`config.mk`:
```
export PLATFORM = sky130hd
export DESIGN_NAME = song_reader
export DESIGN_NICKNAME = d
export VERILOG_FILES = /design/src/rtl/song_reader.sv
export SDC_FILE = /design/constraint.sdc
export NUM_CORES = 1
export LEC_CHECK = 0
export CAP_MARGIN = 5
export CORE_AREA = 2 2 55 57
export CTS_CLUSTER_SIZE = 30
export DETAILED_ROUTE_END_ITERATION = 8
export DIE_AREA = 0 0 57 59
export GPL_TIMING_DRIVEN = 0
export HOLD_SLACK_MARGIN = 0.08
export PLACE_DENSITY_LB_ADDON = 0.25
export SYNTH_ARGS = -nofsm -noshare
export SYNTH_HDL_FRONTEND = slang
export SYNTH_SLANG_ARGS = --single-unit
```
`constraint.sdc`:
```
create_clock -name clk -period 1.57 [get_ports clk]
set_clock_uncertainty 0.1 [all_clocks]
set_input_delay 0.471 -clock clk [delete_from_list [all_inputs] [get_ports clk]]
set_output_delay 0.471 -clock clk [all_outputs]
set_load 0.05 [all_outputs]
```
`src/rtl/song_reader.sv`:
```
`default_nettype none
// ============================================================================
//  Module      : song_reader
//  Description : Walks {note,duration} words of the selected song in ROM and
//                hands each to the note player; reports end of song.
//  Revision    : 1.0 - initial release
// ============================================================================
module song_reader #(
    parameter int SONG_BITS = 2,
    parameter int IDX_BITS  = 5,
    parameter int NOTE_W    = 6,
    parameter int DUR_W     = 6
) (
    input  logic                          clk,
    input  logic                          reset,
    input  logic                          play,
    input  logic                          reset_play,
    input  logic                          NextSong,
    input  logic                          note_done,
    output logic [SONG_BITS+IDX_BITS-1:0] rom_addr,
    input  logic [NOTE_W+DUR_W-1:0]       rom_data,
    output logic [NOTE_W-1:0]             note,
    output logic [DUR_W-1:0]              duration,
    output logic                          new_note,
    output logic                          song_done,
    output logic [SONG_BITS-1:0]          song
);

    localparam logic [2:0] c_IDLE      = 3'd0;
    localparam logic [2:0] c_FETCH     = 3'd1;
    localparam logic [2:0] c_WAIT_ROM  = 3'd2;
    localparam logic [2:0] c_ISSUE     = 3'd3;
    localparam logic [2:0] c_WAIT_NOTE = 3'd4;
    localparam logic [2:0] c_DONE      = 3'd5;

    localparam logic [IDX_BITS-1:0]  c_LAST_IDX = '1;
    localparam logic [IDX_BITS-1:0]  c_IDX_INC  = 1;
    localparam logic [SONG_BITS-1:0] c_SONG_INC = 1;

    logic [2:0]           r_state;
    logic [SONG_BITS-1:0] r_song;
    logic [IDX_BITS-1:0]  r_idx;
    logic [NOTE_W-1:0]    r_note;
    logic [DUR_W-1:0]     r_dur;

    always_ff @(posedge clk) begin
        if (reset) begin
            r_state <= c_IDLE;
            r_song  <= '0;
            r_idx   <= '0;
            r_note  <= '0;
            r_dur   <= '0;
        end else if (reset_play || NextSong) begin
            // Either control aborts the current fetch/note and restarts at slot 0.
            r_state <= c_IDLE;
            r_idx   <= '0;
            if (NextSong) begin
                r_song <= r_song + c_SONG_INC;
            end
        end else begin
            case (r_state)
                c_IDLE: begin
                    if (play) begin
                        r_state <= c_FETCH;
                    end
                end
                c_FETCH: begin
                    r_state <= c_WAIT_ROM;
                end
                c_WAIT_ROM: begin
                    r_note  <= rom_data[NOTE_W+DUR_W-1:DUR_W];
                    r_dur   <= rom_data[DUR_W-1:0];
                    r_state <= (rom_data[DUR_W-1:0] == '0) ? c_DONE : c_ISSUE;
                end
                c_ISSUE: begin
                    if (play) begin
                        r_state <= c_WAIT_NOTE;
                    end
                end
                c_WAIT_NOTE: begin
                    if (note_done) begin
                        if (r_idx == c_LAST_IDX) begin
                            r_state <= c_DONE;
                        end else begin
                            r_idx   <= r_idx + c_IDX_INC;
                            r_state <= c_FETCH;
                        end
                    end
                end
                c_DONE: begin
                    r_idx   <= '0;
                    r_state <= c_IDLE;
                end
                default: begin
                    r_state <= c_IDLE;
                end
            endcase
        end
    end

    assign rom_addr  = {r_song, r_idx};
    assign note      = r_note;
    assign duration  = r_dur;
    assign song      = r_song;
    assign new_note  = (r_state == c_ISSUE) && play;
    assign song_done = (r_state == c_DONE);

endmodule
`default_nettype wire
```
# After elaboration in Yosys (flattened, before gate mapping)
# Cells that the tools add are included.
# totals
ram_bits,0
regBits,22
wordCells,37
n_memories,0
inputBits,18
mem_bits_ro,0
latch_bits,0
# op_classes
reduce_logical,10
n_addsub,2
order_cmp,0
bitwise,1
eq_ne,10
n_mul,0
n_mux,9
div,0
shift,0
# ops
cell,n
$mux W3,5
$pmux W3 S5,1
$mux W5,2
$pmux W5 S2,1
$ne A2 B2 Y1 const B,4
$eq A3 B2 Y1 const B,2
$eq A3 B3 Y1 const B,2
$logic_not A6 Y1,1
$reduce_and A3 Y1,2
$add A5 B1 Y5 const B,1
$eq A5 B5 Y1 const B,1
$reduce_and A2 Y1,2
$eq A3 B1 Y1 const B,1
$logic_not A3 Y1,1
$add A2 B1 Y2 const B,1
$reduce_bool A2 Y1,1
$reduce_or A2 Y1,1
$logic_and A1 B1 Y1,1
$logic_or A1 B1 Y1,1
$not A1 Y1,1

# Logic depth before layout (Yosys ltp)
# logic_depth
depth_word,4
mapped_depth,7
mapped_depth_nobuf,7

# Worst setup path before layout
# No wires, ideal clock.
# synth_timing
path_kind,register to register
from,register r_idx[0]
to,register r_idx[2]
t_arrival_ns,1.878
setup_slack_ns,-0.478
stages_incl_launch_ff,8
required_time_ns,1.400
path_cell_list,dfxtp_1 > ha_1 > and3_1 > ha_1 > nor2b_1 > o21ai_0 > o21ai_0 > a21oi_1
# synth_between
elab_chain_len,4
# synth_lines
item,line,text
"start, declared",42,logic [IDX_BITS-1:0] r_idx;
"start signal, assigned",85,r_idx <= r_idx + c_IDX_INC;
$add A5 B1 Y5,85,
$mux W5,82,if (r_idx == c_LAST_IDX) begin
$mux W5,81,if (note_done) begin
$pmux W5 S2,61,case (r_state)
# Parallel ways exist; a longest one is shown, timed or not. The select of a mux whose other input is x is not followed.
# A chain may end at the register's enable or synchronous reset.

# Worst setup path after layout
# layout_timing
from,register r_state[2]
to,output port new_note
# layout_between
elab_chain_len,2
# layout_lines
item,line,text
"start, declared",40,logic [2:0] r_state;
"start signal, assigned",48,r_state <= c_IDLE;
"start signal, assigned",55,r_state <= c_IDLE;
"start signal, assigned",64,r_state <= c_FETCH;
$eq A3 B2 Y1,105,assign new_note = (r_state == c_ISSUE) && play;
$logic_and A1 B1 Y1,105,
"end, declared",24,"output logic new_note,"
# No other way between the ends.

==> impl_metrics.env <==
export IMPL_synth_simple_area_share_pct=25.8
export IMPL_layout_core_utilization_pct=60.9
export IMPL_outcome="finished with violations"
export IMPL_clock_sinks=22
export IMPL_maximum_ir_drop_on_the_vdd_rail_uv=567
export IMPL_max_cap_violations=0
export IMPL_critical_path_required_ns=1.00
export IMPL_remaining_drc_errors=0
export IMPL_die_w_um=57
export IMPL_hold_class="reg2reg"
export IMPL_startpoint_type="flip-flop"
export IMPL_synth_fa_ha_area_share_pct=2.50
export IMPL_synth_seq_area_share_pct=44.1
export IMPL_cts_hold_buffers_added=0
export IMPL_setup_slack_after_layout_ns=-0.238
export IMPL_cpMaxStageDelayCell="sky130_fd_sc_hd__dfxtp_4"
export IMPL_post_route_period_util_pct=115
export IMPL_syn_mean_instance_area_um2=9.34
export IMPL_ys_warn_count=0
export IMPL_slew_violations=0
export IMPL_power_per_cell_area_nw_per_um2=704
export IMPL_synthToLayoutAreaGrowth_pct=65.1
export IMPL_endpoint_kind="output port"
export IMPL_grt_first_pass_wirelength_um=4370
export IMPL_grt_util_met2_pct=30.0
export IMPL_cts_root_buffer_cell="sky130_fd_sc_hd__clkbuf_4"
export IMPL_final_hold_violation_count=0
export IMPL_path_delay_family="simple AND/OR/NAND/NOR gates"
export IMPL_filler_cell_count=254
export IMPL_grt_busiest_layer="met2"
export IMPL_clock_tree_htree_level_count=1
export IMPL_netlist_instances=107
export IMPL_nets=186
export IMPL_fmaxAchievable_mhz=553
export IMPL_number_of_diodes=0
export IMPL_timing_hold_worst_path_depth=2
export IMPL_ioPinCount=41
export IMPL_yosys_cell_types_count=31
export IMPL_r2r_setup_slack_ns=-0.20
export IMPL_drive_above_1_share_pct=41.2
export IMPL_worst_r2r_path_depth=8
export IMPL_gp_congestion=0.878
export IMPL_synth_seq_cells=22
export IMPL_cts_tree="done"
export IMPL_worst_slew_margin_rel_pct=68.9
export IMPL_placement_io_buffers=40
export IMPL_final_min_clock_period_ns=1.81
export IMPL_drt_first_iter_violations=14
export IMPL_max_stage_delay_ns=0.38
export IMPL_synth_nets=127
export IMPL_route_detailed_vias_per_inst=5.06
export IMPL_finalSetupViolations=18
export IMPL_drt_total_wl_um=2670
export IMPL_clk_path_buf_depth=2
export IMPL_crit_path_cell_chain="and2b_2 -> and3_4 -> buf_8"
export IMPL_tritoncts_buffer_count=3
export IMPL_worst_slew_pin_slew_ns=0.466
export IMPL_hp_start="note[2]"
export IMPL_worstSetupPathType="reg2out"
export IMPL_grt_total_usage_pct=16.9
export IMPL_pin_count_of_the_biggest_net_entering_global_routing=14
export IMPL_iteration_count_of_the_initial_detailed_routing_pass=4
export IMPL_worst_r2r_endpoint="note[3]"
export IMPL_routed_wire_length_per_instance_um=13.6
export IMPL_detailedPlacementHpwl_um=1770
export IMPL_critPathBufInv=1
export IMPL_grt_pass1_vias=1004
export IMPL_dieHeight_um=59
export IMPL_worst_hold_path_endpoint="note[2]"
export IMPL_leakage_uw=0.000670
export IMPL_floorplan_die_area_um2=3360
export IMPL_clock_latency_ns=0.31
export IMPL_dpl_cell_count=178
export IMPL_antenna_found_initial=0
export IMPL_crit_path_max_fanout=3
export IMPL_violations="setup timing"
export IMPL_met1_capacity_usage_during_global_routing_pct=19.0
export IMPL_cts_clk_slew_worst_paths_ns=0.13
export IMPL_placementRows=19
export IMPL_final_cell_count_no_fill=196
export IMPL_asyncSetResetFlopFracSynth_pct=0
export IMPL_floorplan_core_area_um2=2710
export IMPL_crit_arrival_ns=1.24
export IMPL_grt_overflow_total=0
export IMPL_synth_compound_area_share_pct=9.14
export IMPL_groute_layer_met3_usage_pct=3.49
export IMPL_antenna_violating_nets_post_route=0
export IMPL_start_util_pct=36.9
export IMPL_predominant_post_synthesis_flop_cell="sky130_fd_sc_hd__dfxtp_1"
export IMPL_rsz0062_at_grt="yes"
export IMPL_via_count=991
export IMPL_regToRegStartpoint="r_state[2]"
export IMPL_synth_cell_area_um2=1000
export IMPL_muxShareOfSynthArea_pct=13.0
export IMPL_synth_xor_area_share_pct=1.75
export IMPL_synth_edf_count=0
export IMPL_synth_top_family_by_area="simple AND/OR/NAND/NOR gates"
timing repair:
item                       CTS  global route
gates resized for setup    145            14
cloned                       1             0
setup endpoints to repair   41            30
setup buffers               12             3
pin swaps                    6             4
cell usage in the layout (no fill, tap or decap), types with 2 or more instances in the layout:
| master | Yosys | final |
|---|---|---|
| sky130_fd_sc_hd__clkbuf_4 | 0 | 10 |
| sky130_fd_sc_hd__nor2_1 | 21 | 21 |
| sky130_fd_sc_hd__ha_4 | 0 | 2 |
| sky130_fd_sc_hd__nand3_1 | 2 | 2 |
| sky130_fd_sc_hd__clkdlybuf4s50_1 | 0 | 14 |
| sky130_fd_sc_hd__dfxtp_2 | 0 | 4 |
| sky130_fd_sc_hd__and3b_2 | 1 | 2 |
| sky130_fd_sc_hd__o21ai_1 | 0 | 2 |
| sky130_fd_sc_hd__dfxtp_1 | 22 | 13 |
| sky130_fd_sc_hd__nand4b_1 | 2 | 2 |
| sky130_fd_sc_hd__nand2_1 | 6 | 6 |
| sky130_fd_sc_hd__nor2b_1 | 3 | 2 |
| sky130_fd_sc_hd__buf_6 | 1 | 6 |
| sky130_fd_sc_hd__buf_8 | 0 | 2 |
| sky130_fd_sc_hd__a22oi_1 | 3 | 3 |
| sky130_fd_sc_hd__mux2i_1 | 13 | 13 |
| sky130_fd_sc_hd__buf_4 | 2 | 15 |
| sky130_fd_sc_hd__and3_4 | 0 | 2 |
| sky130_fd_sc_hd__dlygate4sd2_1 | 0 | 3 |
| sky130_fd_sc_hd__a21oi_1 | 6 | 6 |
| sky130_fd_sc_hd__buf_2 | 0 | 11 |
| sky130_fd_sc_hd__dfxtp_4 | 0 | 5 |
how the worst max path moves through the flow:
stage               startpoint           to  cells past startpoint  slack, ns
finish              r_state[2]     new_note                      3      -0.24
global route        r_state[2]  duration[3]                      8      -0.28
CTS                 r_state[2]     new_note                      3      -0.22
detailed placement        play     new_note                      3       -1.0
global placement          play     new_note                      3      -0.99
floorplan             r_idx[1]     r_idx[2]                      7      -0.03
synthesized netlist by cell type (2+ instances only):
library cell / number / area [µm²]
sky130_fd_sc_hd__nand2_1: 6 / 22.5
sky130_fd_sc_hd__nand4b_1: 2 / 17.5
sky130_fd_sc_hd__and3_1: 2 / 12.5
sky130_fd_sc_hd__nor2_1: 21 / 78.8
sky130_fd_sc_hd__buf_4: 2 / 15.0
sky130_fd_sc_hd__a22oi_1: 3 / 22.5
sky130_fd_sc_hd__ha_1: 2 / 25.0
sky130_fd_sc_hd__clkbuf_1: 3 / 11.3
sky130_fd_sc_hd__dfxtp_1: 22 / 440
sky130_fd_sc_hd__a21oi_1: 6 / 30.0
sky130_fd_sc_hd__o21ai_0: 3 / 15.0
sky130_fd_sc_hd__nand3_1: 2 / 10.0
sky130_fd_sc_hd__nor2b_1: 3 / 18.8
sky130_fd_sc_hd__mux2i_1: 13 / 130
kinds of logic after synthesis:
family | after synthesis
adders and majority gates | 2
xor gates and xnor gates | 2
buffers and inverters | 6
DFF | 22
and+or+nand+nor | 47
muxes | 13
AOI/OAI and AO/OA | 15
worst register-to-register path, delay by kind of cell (launching register included):
family        cells  cell delay [ns]
buf+inv           4             0.52
flops             1             0.38
mux               1             0.18
simple gates      3             0.49
state kept, by name, summed over array words and instances, names as in the netlist:
| register | cells |
|---|---|
| duration | 6 |
| note | 6 |
| r_idx | 5 |
| r_state | 3 |
| song | 2 |
metal layers:
| metal | wire, µm | part of all wire, % |
|---|---|---|
| met1 | 1110 | 42 |
| met2 | 1320 | 49 |
| met3 | 170 | 6.4 |
| met4 | 66 | 2.5 |
| met5 | 0 | 0 |
per-stage QoR:
| step | hold WS [ns] | setup WS [ns] | setup TNS (ns) | total power (µW) | instance area [µm²] |
|---|---|---|---|---|---|
| 2_1_floorplan | 0.399 | -0.0287 | -0.0287 | 650 | 1040 |
| 3_3_place_gp | 0.362 | -0.989 | -13.11 | 725 | 1480 |
| 3_5_place_dp | 0.373 | -0.999 | -14.07 | 728 | 1480 |
| 4_1_cts | 0.416 | -0.219 | -1.70 | 1160 | 1590 |
| 5_1_grt | 0.431 | -0.277 | -3.61 | 1210 | 1650 |
| 6_report | 0.408 | -0.238 | -2.34 | 1160 | 1650 |
power breakdown:
| part | total, µW | internal [µW] | switching (µW) |
|---|---|---|---|
| clock network | 442 | 258 | 184 |
| logic | 155 | 76.7 | 78.7 |
| registers | 564 | 557 | 6.58 |
layout make-up:
cell class	count	area, µm²	area share (%)
repair buffers	55	458	27.7
plain buffers	5	43.8	2.65
well taps	31	38.8	2.35
clock inverters	1	30.0	1.82
flip-flops and latches	22	464	28.1
clock buffers	3	22.5	1.36
multi-input cells	79	593	35.9
(Power assumes the default switching activity.)
